`src/rtl/ex_stage.sv`:
```
// ex_stage: execute stage with single-cycle ALU, iterative shift-add multiplier and registered output slot
module ex_stage #(
  parameter int WIDTH = 32
) (
  input  logic             clk,
  input  logic             rst,
  input  logic             in_valid,
  output logic             in_ready,
  input  logic [11:0]      ctrl_ex,
  input  logic [WIDTH-1:0] a_val,
  input  logic [WIDTH-1:0] b_val,
  input  logic [15:0]      imm,
  output logic             out_valid,
  input  logic             out_ready,
  output logic [WIDTH-1:0] out_d,
  output logic [WIDTH-1:0] out_b,
  output logic             out_wr_rd,
  output logic             out_wb_sel,
  output logic             out_wb_en,
  output logic [4:0]       out_wb_reg,
  output logic             busy
);
  localparam int CW = $clog2(WIDTH);
  typedef enum logic [1:0] {IDLE, MUL, MUL_DONE} state_t;
  state_t state_q, state_d;
  logic [WIDTH-1:0] mcand_q, mplier_q, acc_q, pend_b_q, out_d_q, out_b_q;
  logic [WIDTH-1:0] c_val, alu_res, acc_sum, mul_res, ld_d, ld_b;
  logic [7:0] pend_ctrl_q, out_ctrl_q, ld_ctrl;
  logic [CW-1:0] cnt_q;
  logic out_valid_q, slot_free, accept, last, load_alu, load_mul, load;
  always_comb begin
    slot_free = !out_valid_q || out_ready;
    in_ready = !rst && state_q == IDLE && slot_free;
    accept = in_valid && in_ready;
    c_val = ctrl_ex[11] ? {{(WIDTH-16){imm[15]}}, imm} : b_val;
    alu_res = ctrl_ex[9:8] == 2'd0 ? a_val + c_val :
              ctrl_ex[9:8] == 2'd1 ? a_val - c_val :
              ctrl_ex[9:8] == 2'd2 ? a_val & c_val : a_val | c_val;
    acc_sum = acc_q + (mplier_q[0] ? mcand_q : '0);
    last = cnt_q == CW'(WIDTH-1);
    mul_res = state_q == MUL ? acc_sum : acc_q;
    load_alu = accept && ctrl_ex[10];
    load_mul = slot_free && (state_q == MUL_DONE || (state_q == MUL && last));
    load = load_alu || load_mul;
    ld_d = load_alu ? alu_res : mul_res;
    ld_b = load_alu ? b_val : pend_b_q;
    ld_ctrl = load_alu ? ctrl_ex[7:0] : pend_ctrl_q;
    state_d = state_q == IDLE ? (accept && !ctrl_ex[10] ? MUL : IDLE) :
              state_q == MUL ? (last ? (slot_free ? IDLE : MUL_DONE) : MUL) :
              (slot_free ? IDLE : MUL_DONE);
  end
  always_ff @(posedge clk) begin
    if (rst) begin
      state_q <= IDLE;
      mcand_q <= '0;
      mplier_q <= '0;
      acc_q <= '0;
      cnt_q <= '0;
      pend_b_q <= '0;
      pend_ctrl_q <= '0;
      out_valid_q <= 1'b0;
      out_d_q <= '0;
      out_b_q <= '0;
      out_ctrl_q <= '0;
    end else begin
      state_q <= state_d;
      if (accept && !ctrl_ex[10]) begin
        mcand_q <= a_val;
        mplier_q <= c_val;
        acc_q <= '0;
        cnt_q <= '0;
        pend_b_q <= b_val;
        pend_ctrl_q <= ctrl_ex[7:0];
      end else if (state_q == MUL) begin
        acc_q <= acc_sum;
        mcand_q <= mcand_q << 1;
        mplier_q <= mplier_q >> 1;
        cnt_q <= cnt_q + CW'(1);
      end
      out_valid_q <= load || (out_valid_q && !out_ready);
      if (load) begin
        out_d_q <= ld_d;
        out_b_q <= ld_b;
        out_ctrl_q <= ld_ctrl;
      end
    end
  end
  assign out_valid = out_valid_q;
  assign out_d = out_d_q;
  assign out_b = out_b_q;
  assign out_wr_rd = out_ctrl_q[7];
  assign out_wb_sel = out_ctrl_q[6];
  assign out_wb_en = out_ctrl_q[5];
  assign out_wb_reg = out_ctrl_q[4:0];
  assign busy = state_q != IDLE;
endmodule

```
`config.mk`:
```
export PLATFORM = sky130hd
export DESIGN_NAME = ex_stage
export DESIGN_NICKNAME = d
export VERILOG_FILES = /design/src/rtl/ex_stage.sv
export SDC_FILE = /design/constraint.sdc
export NUM_CORES = 1
export LEC_CHECK = 0
export CELL_PAD_IN_SITES_DETAIL_PLACEMENT = 1
export CELL_PAD_IN_SITES_GLOBAL_PLACEMENT = 1
export CORE_AREA = 2 2 203 205
export DETAILED_ROUTE_END_ITERATION = 7
export DIE_AREA = 0 0 205 207
export PLACE_DENSITY = 0.83
export REMOVE_ABC_BUFFERS = 1
export SLEW_MARGIN = 20
export SYNTH_ARGS = -nofsm -noshare
export SYNTH_HDL_FRONTEND = slang
export SYNTH_SLANG_ARGS = --single-unit
export TNS_END_PERCENT = 50
```
`constraint.sdc`:
```
create_clock -name clk -period 3.6 [get_ports clk]
set_input_delay 0.36 -clock clk [delete_from_list [all_inputs] [get_ports clk]]
set_output_delay 0.36 -clock clk [all_outputs]
set_load 0.1 [all_outputs]
```
# Word level (Yosys, flattened, before mapping)
# Index checks and enable logic that the tools add are counted.
[classes]
n_addsub = 4
n_mux = 18
reduce_logical = 21
n_eq_ne = 5
n_bitwise = 2
[ops]
columns = ["op", "n"]
rows = [
  ["32-bit 2-to-1 mux", 12],
  ["32-bit adder", 2],
  ["32-bit AND", 1],
  ["32-bit bitwise OR", 1],
  ["32-bit subtractor", 1],
  ["1-bit logical AND", 8],
  ["2-bit 2-to-1 mux", 4],
  ["8-bit 2-to-1 mux", 1],
  ["5-bit by 1-bit adder with 5-bit output (second input constant)", 1],
  ["5-bit equality test (second input constant)", 1],
  ["2-bit by 1-bit equality test with 1-bit output (second input constant)", 2],
  ["2-bit equality test (second input constant)", 2],
  ["1-bit zero test", 4],
  ["2-bit zero test", 2],
  ["1-bit logical OR", 4],
  ["2-bit nonzero test", 2],
  ["2-bit OR reduction", 1],
  ["1-bit 2-to-1 mux", 1],
]
[word_totals]
reg_bits = 216
output_inout_bits = 75
inputBits = 96
word_cells = 61

# Depth between registers and ports, before layout
# Gate-level depths: netlist of run 1.
[logic_depth]
depth_word = 7
mapped_depth = 16
mapped_depth_nobuf = 13

# Least setup slack after synthesis of run 1
# Ideal clock, no wire load.
[synth_path]
kind = "flip-flop to flip-flop"
startpoint = "reg out_valid_q, in the netlist out_valid"
endpoint = "reg out_d_q[13], in the netlist out_d[13]"
setup_ns = 0.128
t_required_ns = 3.472
n_path_buf = 2
period_less_slack_ns = 4.736
path_stages_with_launch = 11
slack_ns = -1.136
t_arrival_ns = 4.609
cell_sequence = "dfxtp_1 -> nand2b_1 -> nor3b_1 -> and3_1 -> clkbuf_1 -> nor2_1 -> clkbuf_1 -> a32oi_1 -> o21ai_0 -> nand2_1 -> o211ai_1"
[synth_between]
elab_chain_len = 6
elab_cells_between_ends = 8
cone_classes = "mux: 1; reduce/logical: 7"
[synth_lines]
columns = ["item", "line", "source"]
rows = [
  ["start: declaration", "30", "logic out_valid_q, slot_free, accept, last, load_alu, load_mul, load;"],
  ["start signal: assignment", "80", "out_valid_q <= load || (out_valid_q && !out_ready);"],
  ["1-bit zero test (*)", "32", "slot_free = !out_valid_q || out_ready;"],
  ["1-bit logical OR (*)", "32", ""],
  ["1-bit logical AND (*)", "33", "in_ready = !rst && state_q == IDLE && slot_free;"],
  ["named net in_ready", "8", "output logic in_ready,"],
  ["1-bit logical AND (*)", "34", "accept = in_valid && in_ready;"],
  ["1-bit logical AND (*)", "42", "load_alu = accept && ctrl_ex[10];"],
  ["32-bit 2-to-1 mux or 1-bit logical OR (tied branches)", "45, 44", ""],
  ["end signal: assignment", "82", "out_d_q <= ld_d;"],
  ["end: declaration", "26", "logic [WIDTH-1:0] mcand_q, mplier_q, acc_q, pend_b_q, out_d_q, out_b_q;"],
]
# The timed path passes the listed nets; every way through them passes the cells marked *.
# A chain may end at the register's enable or synchronous reset.

# Worst setup path after layout of run 1
[layout_path]
startpoint = "reg mplier_q[0]"
endpoint = "reg out_d_q[26], in the netlist out_d[26]"
[layout_between]
elab_chain_len = 4
[layout_lines]
columns = ["item", "line", "source"]
rows = [
  ["start: declaration", "26", ""],
  ["start signal: assignment", "69", "mplier_q <= c_val;"],
  ["start signal: assignment", "77", "mplier_q <= mplier_q >> 1;"],
  ["32-bit 2-to-1 mux", "39", "acc_sum = acc_q + (mplier_q[0] ? mcand_q : '0);"],
  ["32-bit adder", "39", ""],
  ["32-bit 2-to-1 mux", "-", ""],
  ["32-bit 2-to-1 mux", "45", "ld_d = load_alu ? alu_res : mul_res;"],
]
# No other way between the ends.

==> results of run 1 <==
power by group:
part           switching, W  leakage (nW)  internal [W]
Combinational       0.00144          6.43      0.000980
Clock               0.00111         0.408       0.00151
Sequential        0.0000685          1.75       0.00248
area by class of cell:
type,instances,area [µm²],share of cell area (%)
timing repair buffer,479,4080,20.05
sequential,216,4324,21.25
tap,532,665.6,3.272
multi-input combinational,1543,10030,49.32
inverter,107,405.4,1.992
clock buffer,36,739.5,3.634
clock inverter,11,96.34,0.4735
metal layers:
layer,global-route usage [%],up-vias,share of wire [%]
met3,2.690,93,5.4
li1,-,7845,-
met1,40.31,8403,46
met4,8.757,0,2.7
met2,45.55,487,46
met5,0,-,0
worst paths after layout:
check,from,end,slack [ns]
setup / recovery,mplier_q[0],out_d[26],0.17
hold / removal,rst,mplier_q[3],0.19
setup reg to reg,mplier_q[0],out_d[26],0.17
hold reg to reg,pend_b_q[13],pend_b_q[13],0.45
layout by cell type (no fill, tap or decap), drive strengths merged, types with 5 or more instances in the layout:
cell type      synthesis  layout
buf                   14     311
nand2                271     271
a21oi                225     225
nor2                 222     222
dfxtp                216     216
clkdlybuf4s50          0     166
ha                   128     128
inv                  105     106
o21ai                 90      90
a22oi                 47      47
and2                  42      42
xnor2                 39      39
a221oi                37      37
clkbuf               117      37
mux2i                 36      36
a311oi                35      35
a21o                  34      34
nor3                  28      28
xor2                  23      23
a211oi                23      23
o211ai                22      22
nand3                 22      22
o31ai                 19      19
a31oi                 18      18
nand2b                15      15
nor2b                 15      15
or3                   14      14
and3                  11      11
nor4                  11      11
o21bai                10      10
nand4                  9       9
or2                    9       9
o22ai                  9       9
clkinv                 2       8
a211o                  6       6
a2111oi                6       6
o21a                   5       5
nand3b                 5       5
cell families after synthesis:
logic type | count (synthesis) | synth area share [%]
AOI/OAI and AO/OA | 628 | 27.15
buffers and inverters | 238 | 6.741
adders and majority gates | 131 | 11.01
muxes | 40 | 2.985
xor gates and xnor gates | 62 | 3.598
DFF | 216 | 28.65
and+or+nand+nor | 682 | 19.87
worst max-delay path: cells and delay by family, from the launching register on:
kind	cells	cell delay [ns]
DFF	1	0.37
muxes	1	0.14
xor gates and xnor gates	1	0.05
adders and majority gates	1	0.31
and+or+nand+nor	2	0.51
AOI/OAI and AO/OA	6	1.26
buffers and inverters	4	0.67
flip-flops by register name, indices dropped and copies added (netlist names), 5 cells and up:
| name | count |
|---|---|
| pend_b_q | 32 |
| out_d | 32 |
| out_b | 32 |
| acc_q | 32 |
| out_ctrl_q | 8 |
| mcand_q | 32 |
| pend_ctrl_q | 8 |
| cnt_q | 5 |
| mplier_q | 32 |
what timing repair did:
item,4_1_cts,5_1_grt
endpoints found under the setup margin,4,17
cloned,0,1
pin swaps,1,11
gates resized for setup,4,54
Yosys cell counts, drive strengths merged, types with 5 or more instances:
library cell    n
nand2         271
a21oi         225
nor2          222
dfxtp         216
ha            128
clkbuf        117
inv           105
o21ai          90
a22oi          47
and2           42
xnor2          39
a221oi         37
mux2i          36
a311oi         35
a21o           34
nor3           28
a211oi         23
xor2           23
nand3          22
o211ai         22
o31ai          19
a31oi          18
nand2b         15
nor2b          15
buf            14
or3            14
and3           11
nor4           11
o21bai         10
nand4           9
o22ai           9
or2             9
a2111oi         6
a211o           6
nand3b          5
o21a            5
per-stage QoR:
stage	utilization [%]	setup TNS [ns]	worst slack (ns)	hold slack, ns	power, W
after floorplan	-	-457.46	-3.151	0.4291	0.003786
after global placement	47.61	-8.256	-0.5716	0.4412	0.004851
after detailed placement	47.61	-10.42	-0.6308	0.4482	0.004913
after CTS	49.70	0	0.005697	0.1691	0.007554
after global routing	50.40	0	0.005201	0.1905	0.007897
final	50.40	0	0.1732	0.1895	0.007597
==> flow_summary.ini, run 1 <==
[grt]
antenna_found_initial = 0
grt_pass1_vias = 17290
grt_usage_pct = 28.48
grt_max_degree = 70
grt_pass1_wl_um = 96690
grt_overflow = 0

[synth]
yosys_most_used_dff = dfxtp_1
synth_top_cell_by_area = dfxtp_1
synth_area_leaders = dfxtp_1, ha_1, a21oi_1
syn_area_mm2 = 0.01509
ys_warn_count = 0
netlist_instances = 1997
post-synth-top-area-fraction_pct = 28.65
async_flop_share_pct = 0
ys_seq_elements = 216
synthDistinctLibCells = 76
avgSynthCellArea_um2 = 7.557
synth_edf_count = 0
seq_area_frac_synth_pct = 28.65

[routing]
dr.first_iter.drc_count = 1204
vias_per_cell = 5.755
wl_per_cell_um = 21.44
ant_nets = 0
wl_um = 62700
vias = 16830
first_pass_iters = 5
drt_drc_violations_left = 0

[layout]
layout-area-overhead-vs-synth_pct = 34.82
fin_nets = 2601
postLayoutCellArea_mm2 = 0.02035
fillers = 4997
diodes = 0
fin_cells = 2924
drive_above_1_share_pct = 17.89

[die]
core_mm2 = 0.04037
rows = 74
die_x_um = 205
start_util_pct = 37.38
top_level_ports = 171
die_h_um = 207
dieArea_mm2 = 0.04244

[sta]
setup-violations-final = 0
hold_violations = 0
slew_headroom_pct = 31.71
worst_pin_slew_ns = 1.021
fin_crit_ns = 3.427
period_share_pct = 95.19
slew_viol_final = 0
max_freq_mhz = 291.8
fin_skew_ns = 0.02277
rsz0062_at_grt = no

[critical_path]
crit_chain = buf_12, buf_4, and2_1, ha_1, a21oi_1, o211a_1, o21ai_0, or3_1, o21ai_1, buf_4, xnor2_1, mux2i_1, buf_4, a2bb2oi_1, o211ai_1
worstSetupEndpointType = flip-flop
cp-start-kind = flip-flop
cp_slowest_cell = dfxtp_1
critical_path_arrival_ns = 3.85
worstSetupPathType = reg -> reg
worstPathMaxFanout = 21
crit_top_cell = buf_4
rr_worst_depth = 15
cp_slowest_stage_delay_ns = 0.37
cp_data_required_time_ns = 4.03

[placed_design]
gp_congestion = 0.9496
placedCellCount = 2876
placed_area_mm2 = 0.01922
port_buffers = 170
hpwl_um = 48360

[clock_tree]
numCtsBuffers = 27
post-cts-setup-buffers = 0
cts-root-buf = clkbuf_16
cts_hold_buf = 0
htree_num_levels = 1
cts_tree = built
path_clk_slew_ns = 0.06
cts.sinks = 216
clockBufferDepth = 3
clock_latency_ns = 0.56

[power_and_ir_drop]
power.leakage_nw = 8.595
power_density_mw_per_mm2 = 373.4
ir_drop_mv = 0.3434

[worst_hold_path]
hold_depth = 2
holdCritPathClass = in -> reg

[run_status]
outcome = finished clean

[job]
maxCapViolCount = 0
Note: power is estimated with default switching activity, not from simulation.
==> inputs of run 2 (changes only) <==
CAP_MARGIN = 10   (was default)
clock period = 2.8 ns   (was 3.6 ns; I/O delays follow)
==> run 2 against run 1 <==
  * The run now ends with negative setup slack left
  * Hold slack worse by 0.11 ns
  * Clock power increased by 32%
  * Register-to-register slack got worse by 0.77 ns
  * Non-clock buffer count grew 149
  * Flip-flop and latch count unchanged
  * Die area unchanged
  * First-iteration DRC count rose by 31%
  * Largest power group unchanged
==> flow_summary.ini, run 2 (synthesis results as in run 1) <==
[run_status]
outcome = finished, violations left
violations = negative setup slack

[routing]
vias_per_cell = 5.837
wl_um = 72780
top_layer_used = met4
vias = 17920
wl_met3_um = 4793
ant_nets = 0
wl_per_cell_um = 23.70
drt_drc_violations_left = 0
route.met2.wl_um = 34050
dr.first_iter.drc_count = 1582
first_pass_iters = 6
wl_met1_um = 30930

[clock_tree]
cts.sinks = 216
numCtsBuffers = 25
cts_tree = built
cts-root-buf = clkbuf_16
clock_latency_ns = 0.55
path_clk_slew_ns = 0.07
htree_num_levels = 1
clockBufferDepth = 3

[placed_design]
port_buffers = 170
gp_congestion = 0.9785
placedCellCount = 2985
pre_cts_slack_ns = -1.479
hpwl_um = 49370

[die]
die_x_um = 205
dieArea_mm2 = 0.04244
die_h_um = 207
rows = 74
core_mm2 = 0.04037
start_util_pct = 37.38
top_level_ports = 171

[critical_path]
cp-start-kind = flip-flop
critPathTopFamily = compound AO/OA/AOI/OAI gates
crit_top_cell = buf_6
cp_slowest_cell = dfxtp_4
crit_chain = buf_6, and2_4, ha_4, buf_6, o211ai_1, o211ai_1, a22o_4, a211o_1, a41oi_2, buf_4, buf_6, xnor2_2, mux2i_1, buf_4, o21ai_2, a21o_1
cp_slowest_stage_delay_ns = 0.41
worstSetupEndpointType = flip-flop
worstSetupPathType = reg -> reg
worstPathMaxFanout = 6
cp_data_required_time_ns = 3.25
rr_endpoint = out_d[25]
critical_path_arrival_ns = 3.85
rr_worst_depth = 16
crit_path_start = mplier_q[0]
r2r_start = mplier_q[0]
cp_num_buf_inv = 5
rrSetupSlack_ns = -0.60

[grt]
grt_max_degree = 102
grt_overflow = 0
grt_pass1_vias = 18540
grt_usage_pct = 31.84
grt_pass1_wl_um = 107100
antenna_found_initial = 0

[layout]
drive_above_1_share_pct = 31.55
most-common-layout-cells = buf_4, nand2_1, dfxtp_1, nor2_1, a21oi_1
final_core_util_pct = 56.05
fillers = 4831
fin_nets = 2748
fin_cells = 3071
diodes = 0
layout-area-overhead-vs-synth_pct = 49.94
layout_commonest_cell = buf_4

[sta]
worst_pin_slew_ns = 1.080
period_share_pct = 121.4
slew_headroom_pct = 27.97
setup-violations-final = 44
fin_crit_ns = 3.401
hold_violations = 0
fin_skew_ns = 0.01151
timing.final.ws_setup_ns = -0.6006
slew_viol_final = 0
rsz0062_at_grt = yes
max_freq_mhz = 294.1

[power_and_ir_drop]
power.leakage_nw = 9.752
power_density_mw_per_mm2 = 452.0
ir_drop_mv = 0.4155
p_total_w = 0.01023

[worst_hold_path]
min_to = pend_b_q[11]
hp-start = b_val[11]
holdCritPathClass = in -> reg
hold_depth = 3

[job]
maxCapViolCount = 0
run 2: cell types whose count changed in the layout (fill, tap and decap cells not counted), sizes merged:
| cell | delta |
|---|---|
| buf | +223 |
| bufinv | +2 |
| dlymetal6s2s | +6 |
| clkdlybuf4s50 | -95 |
| dlygate4sd2 | +14 |
| clkinv | +1 |
| clkbuf | -5 |
| dlygate4sd3 | +1 |
run 2: worst max path at each step:
stage                 to  slack, ns  cells past startpoint
2_1_floorplan  out_d[13]      -3.95                      9
3_3_place_gp   out_d[23]      -1.30                     15
3_5_place_dp   out_d[24]      -1.48                     15
4_1_cts        out_d[29]      -0.37                     14
5_1_grt        out_d[25]      -0.68                     16
6_report       out_d[25]      -0.60                     16
run 2: timing repair:
action                     CTS  global route
gates resized for setup    192           136
cloned                       2             1
setup endpoints to repair   47            48
setup buffers               23            21
hold buffers                 1             0
pin swaps                   62            64
hold endpoints to repair     8             0
run 2: worst register-to-register path, cell delays in order, from the launching register on:
cell and delay (ns):
dfxtp_4 0.41, buf_6 0.15, and2_4 0.16, ha_4 0.20, buf_6 0.12, o211ai_1 0.29
o211ai_1 0.21, a22o_4 0.29, a211o_1 0.35, a41oi_2 0.25, buf_4 0.17, buf_6 0.10
xnor2_2 0.05, mux2i_1 0.18, buf_4 0.17, o21ai_2 0.07, a21o_1 0.16
run 2: area by class of cell:
type / count / area, µm² / area share (%)
Inverter: 107 / 402.9 / 1.781
Tap cell: 532 / 665.6 / 2.942
Timing Repair Buffer: 628 / 5181 / 22.90
Clock inverter: 14 / 160.2 / 0.7078
Multi-Input combinational cell: 1543 / 11180 / 49.41
Clock buffer: 31 / 708.2 / 3.130
Sequential cell: 216 / 4328 / 19.13
run 2: metrics by stage:
stage | cell area [µm²] | hold slack (ns) | TNS, ns
6_report | 22630 | 0.07827 | -10.91
5_1_grt | 22630 | 0.08831 | -14.31
4_1_cts | 21850 | 0.2263 | -5.307
3_5_place_dp | 19910 | 0.4482 | -39.06
3_3_place_gp | 19910 | 0.4408 | -33.57
2_1_floorplan | 14480 | 0.3491 | -630.18
run 2: report_power, final:
group	internal [W]	switching, W
clock network	0.00207	0.00141
registers	0.00319	0.0000923
logic	0.00143	0.00203
total	0.00669	0.00354
run 2: layer usage:
layer  track usage (%)  vias up
met4             10.17        0
met2             52.34      728
met5                 0        -
met3             4.201      182
met1             43.01     8884
li1                  -     8130
==> inputs of run 3 (changes only) <==
CORE_AREA = 2 2 144 287   (was 2 2 203 205)
CTS_CLUSTER_DIAMETER = 30   (was default)
DIE_AREA = 0 0 146 289   (was 0 0 205 207)
PLACE_DENSITY = 0.84   (was 0.83)
==> run 3 against run 2 <==
  * Design area increased by 1.2%
  * Sequential share of layout area is 0.24 points lower
  * Maximum frequency rose by 4.8%
  * First-iteration DRC count is 35% lower
  * The flow still finishes with violations (negative setup slack)
  * Sequential power about the same
  * Combinational power about the same
  * Critical path depth down 2
==> flow_summary.ini, run 3 (synthesis results as in run 1) <==
[layout]
fin_nets = 2754
most-common-layout-cells = buf_4, nand2_1, dfxtp_1, nor2_1, a21oi_1
diodes = 0
final_core_util_pct = 57.15
multi_input_area_mm2 = 0.01115
register_area_mm2 = 0.004325
layout_commonest_cell = buf_4
layout-area-overhead-vs-synth_pct = 51.77
fin_cells = 3085
fillers = 4908
drive_above_1_share_pct = 32.45

[placed_design]
placedCellCount = 2989
port_buffers = 170
hpwl_um = 49760
gp_congestion = 0.9536

[critical_path]
critical_path_arrival_ns = 3.65
critPathTopFamily = compound AO/OA/AOI/OAI gates
worstSetupPathType = reg -> reg
worstSetupEndpointType = flip-flop
worstPathMaxFanout = 7
crit_chain = buf_6, buf_6, and2_4, ha_4, a21o_1, a221o_1, a22o_4, a211o_4, buf_6, a21bo_4, xor2_1, mux2i_1, a21oi_1, o2bb2ai_1
cp_slowest_stage_delay_ns = 0.37
cp_num_buf_inv = 3
crit_top_cell = buf_6
cp_slowest_cell = a211o_4
cp-start-kind = flip-flop
cp_data_required_time_ns = 3.20

[routing]
dr.first_iter.drc_count = 1028
vias_per_cell = 5.829
wl_per_cell_um = 23.59
drt_drc_violations_left = 0
vias = 17980
first_pass_iters = 5
ant_nets = 0
wl_um = 72770

[die]
dieArea_mm2 = 0.04219
die_x_um = 146
top_level_ports = 171
rows = 104
core_mm2 = 0.04008
die_h_um = 289
start_util_pct = 37.65

[clock_tree]
cts-root-buf = clkbuf_16
path_clk_slew_ns = 0.06
cts_hold_buf = 0
cts.sinks = 216
clockBufferDepth = 3
htree_num_levels = 2
cts_tree = built
numCtsBuffers = 36
clock_latency_ns = 0.53

[power_and_ir_drop]
power_density_mw_per_mm2 = 492.2
power.leakage_nw = 9.819
ir_drop_mv = 0.4728

[grt]
grt_overflow = 0
grt_pass1_vias = 19690
grt_usage_pct = 32.88
antenna_found_initial = 0
grt_pass1_wl_um = 110100
grt_max_degree = 170

[sta]
timing.final.ws_setup_ns = -0.4451
fin_crit_ns = 3.245
fin_skew_ns = 0.01639
slew_headroom_pct = 42.87
max_freq_mhz = 308.2
period_share_pct = 115.9
setup-violations-final = 39
rsz0062_at_grt = yes
worst_pin_slew_ns = 0.8570
hold_violations = 0
slew_viol_final = 0

[run_status]
outcome = finished, violations left
violations = negative setup slack

[job]
maxCapViolCount = 0

[worst_hold_path]
holdCritPathClass = in -> reg
==> run 3: cell types whose count changed in the layout (fill, tap and decap cells not counted), moves of 6 or more <==
cell	delta
dlymetal6s2s_1	-6
clkbuf_16	+12
inv_6	+7
a21oi_2	+12
inv_8	+7
a21oi_1	-10
==> run 3: metal layers <==
layer / global-route usage (%) / part of all wire (%) / vias up
met5: 0 / 0 / -
met3: 3.906 / 4.7 / 292
met2: 61.17 / 51 / 697
met4: 21.60 / 7.3 / 0
li1: - / - / 8152
met1: 34.78 / 37 / 8841
==> run 3: worst paths after layout <==
check	from	to	slack, ns	depth (start not counted)
hold reg to reg	pend_b_q[24]	pend_b_q[24]	0.46	2
hold / removal	b_val[0]	pend_b_q[0]	0.10	3
setup / recovery	mplier_q[0]	out_d[23]	-0.45	14
setup reg to reg	mplier_q[0]	out_d[23]	-0.45	14
==> run 3: repair_timing <==
action | CTS | global route
pin swaps | 89 | 37
setup endpoints to repair | 47 | 50
gates resized for setup | 246 | 75
setup buffers | 26 | 7
gates cloned | 2 | 0
==> run 3: area by class of cell <==
type / count / share of cell area, %
multi-input combinational: 1543 / 48.69
timing repair buffer: 623 / 22.36
sequential: 216 / 18.89
clock buffer: 41 / 4.245
tap: 530 / 2.895
inverter: 107 / 1.770
clock inverter: 25 / 1.158
==> run 3: worst register-to-register path, cell delays in order, from the launching register on <==
cell       delay, ns
dfxtp_2         0.32
buf_6           0.12
buf_6           0.13
and2_4          0.15
ha_4            0.22
a21o_1          0.19
a221o_1         0.33
a22o_4          0.29
a211o_4         0.37
buf_6           0.14
a21bo_4         0.22
xor2_1          0.15
mux2i_1         0.24
a21oi_1         0.11
o2bb2ai_1       0.14
==> run 3: power breakdown <==
group / switching (W) / leakage [nW] / total, W / internal [W]
Sequential: 0.0000865 / 1.75 / 0.00328 / 0.00319
Combinational: 0.00201 / 7.46 / 0.00344 / 0.00143
Clock: 0.00185 / 0.601 / 0.00455 / 0.00271
Total: 0.00395 / 9.82 / 0.0113 / 0.00733
==> run 3: per-stage QoR <==
stage	total power (W)	area, µm²	setup WS [ns]	hold slack, ns	TNS [ns]
after floorplan	0.004867	14480	-3.951	0.3491	-630.18
after global placement	0.006306	19990	-1.436	0.4410	-35.23
after detailed placement	0.006398	19990	-1.624	0.4502	-41.80
after CTS	0.01116	22530	-0.3837	0.2063	-4.728
after global routing	0.01161	22900	-0.5389	0.1167	-11.84
final	0.01127	22900	-0.4451	0.1020	-7.880
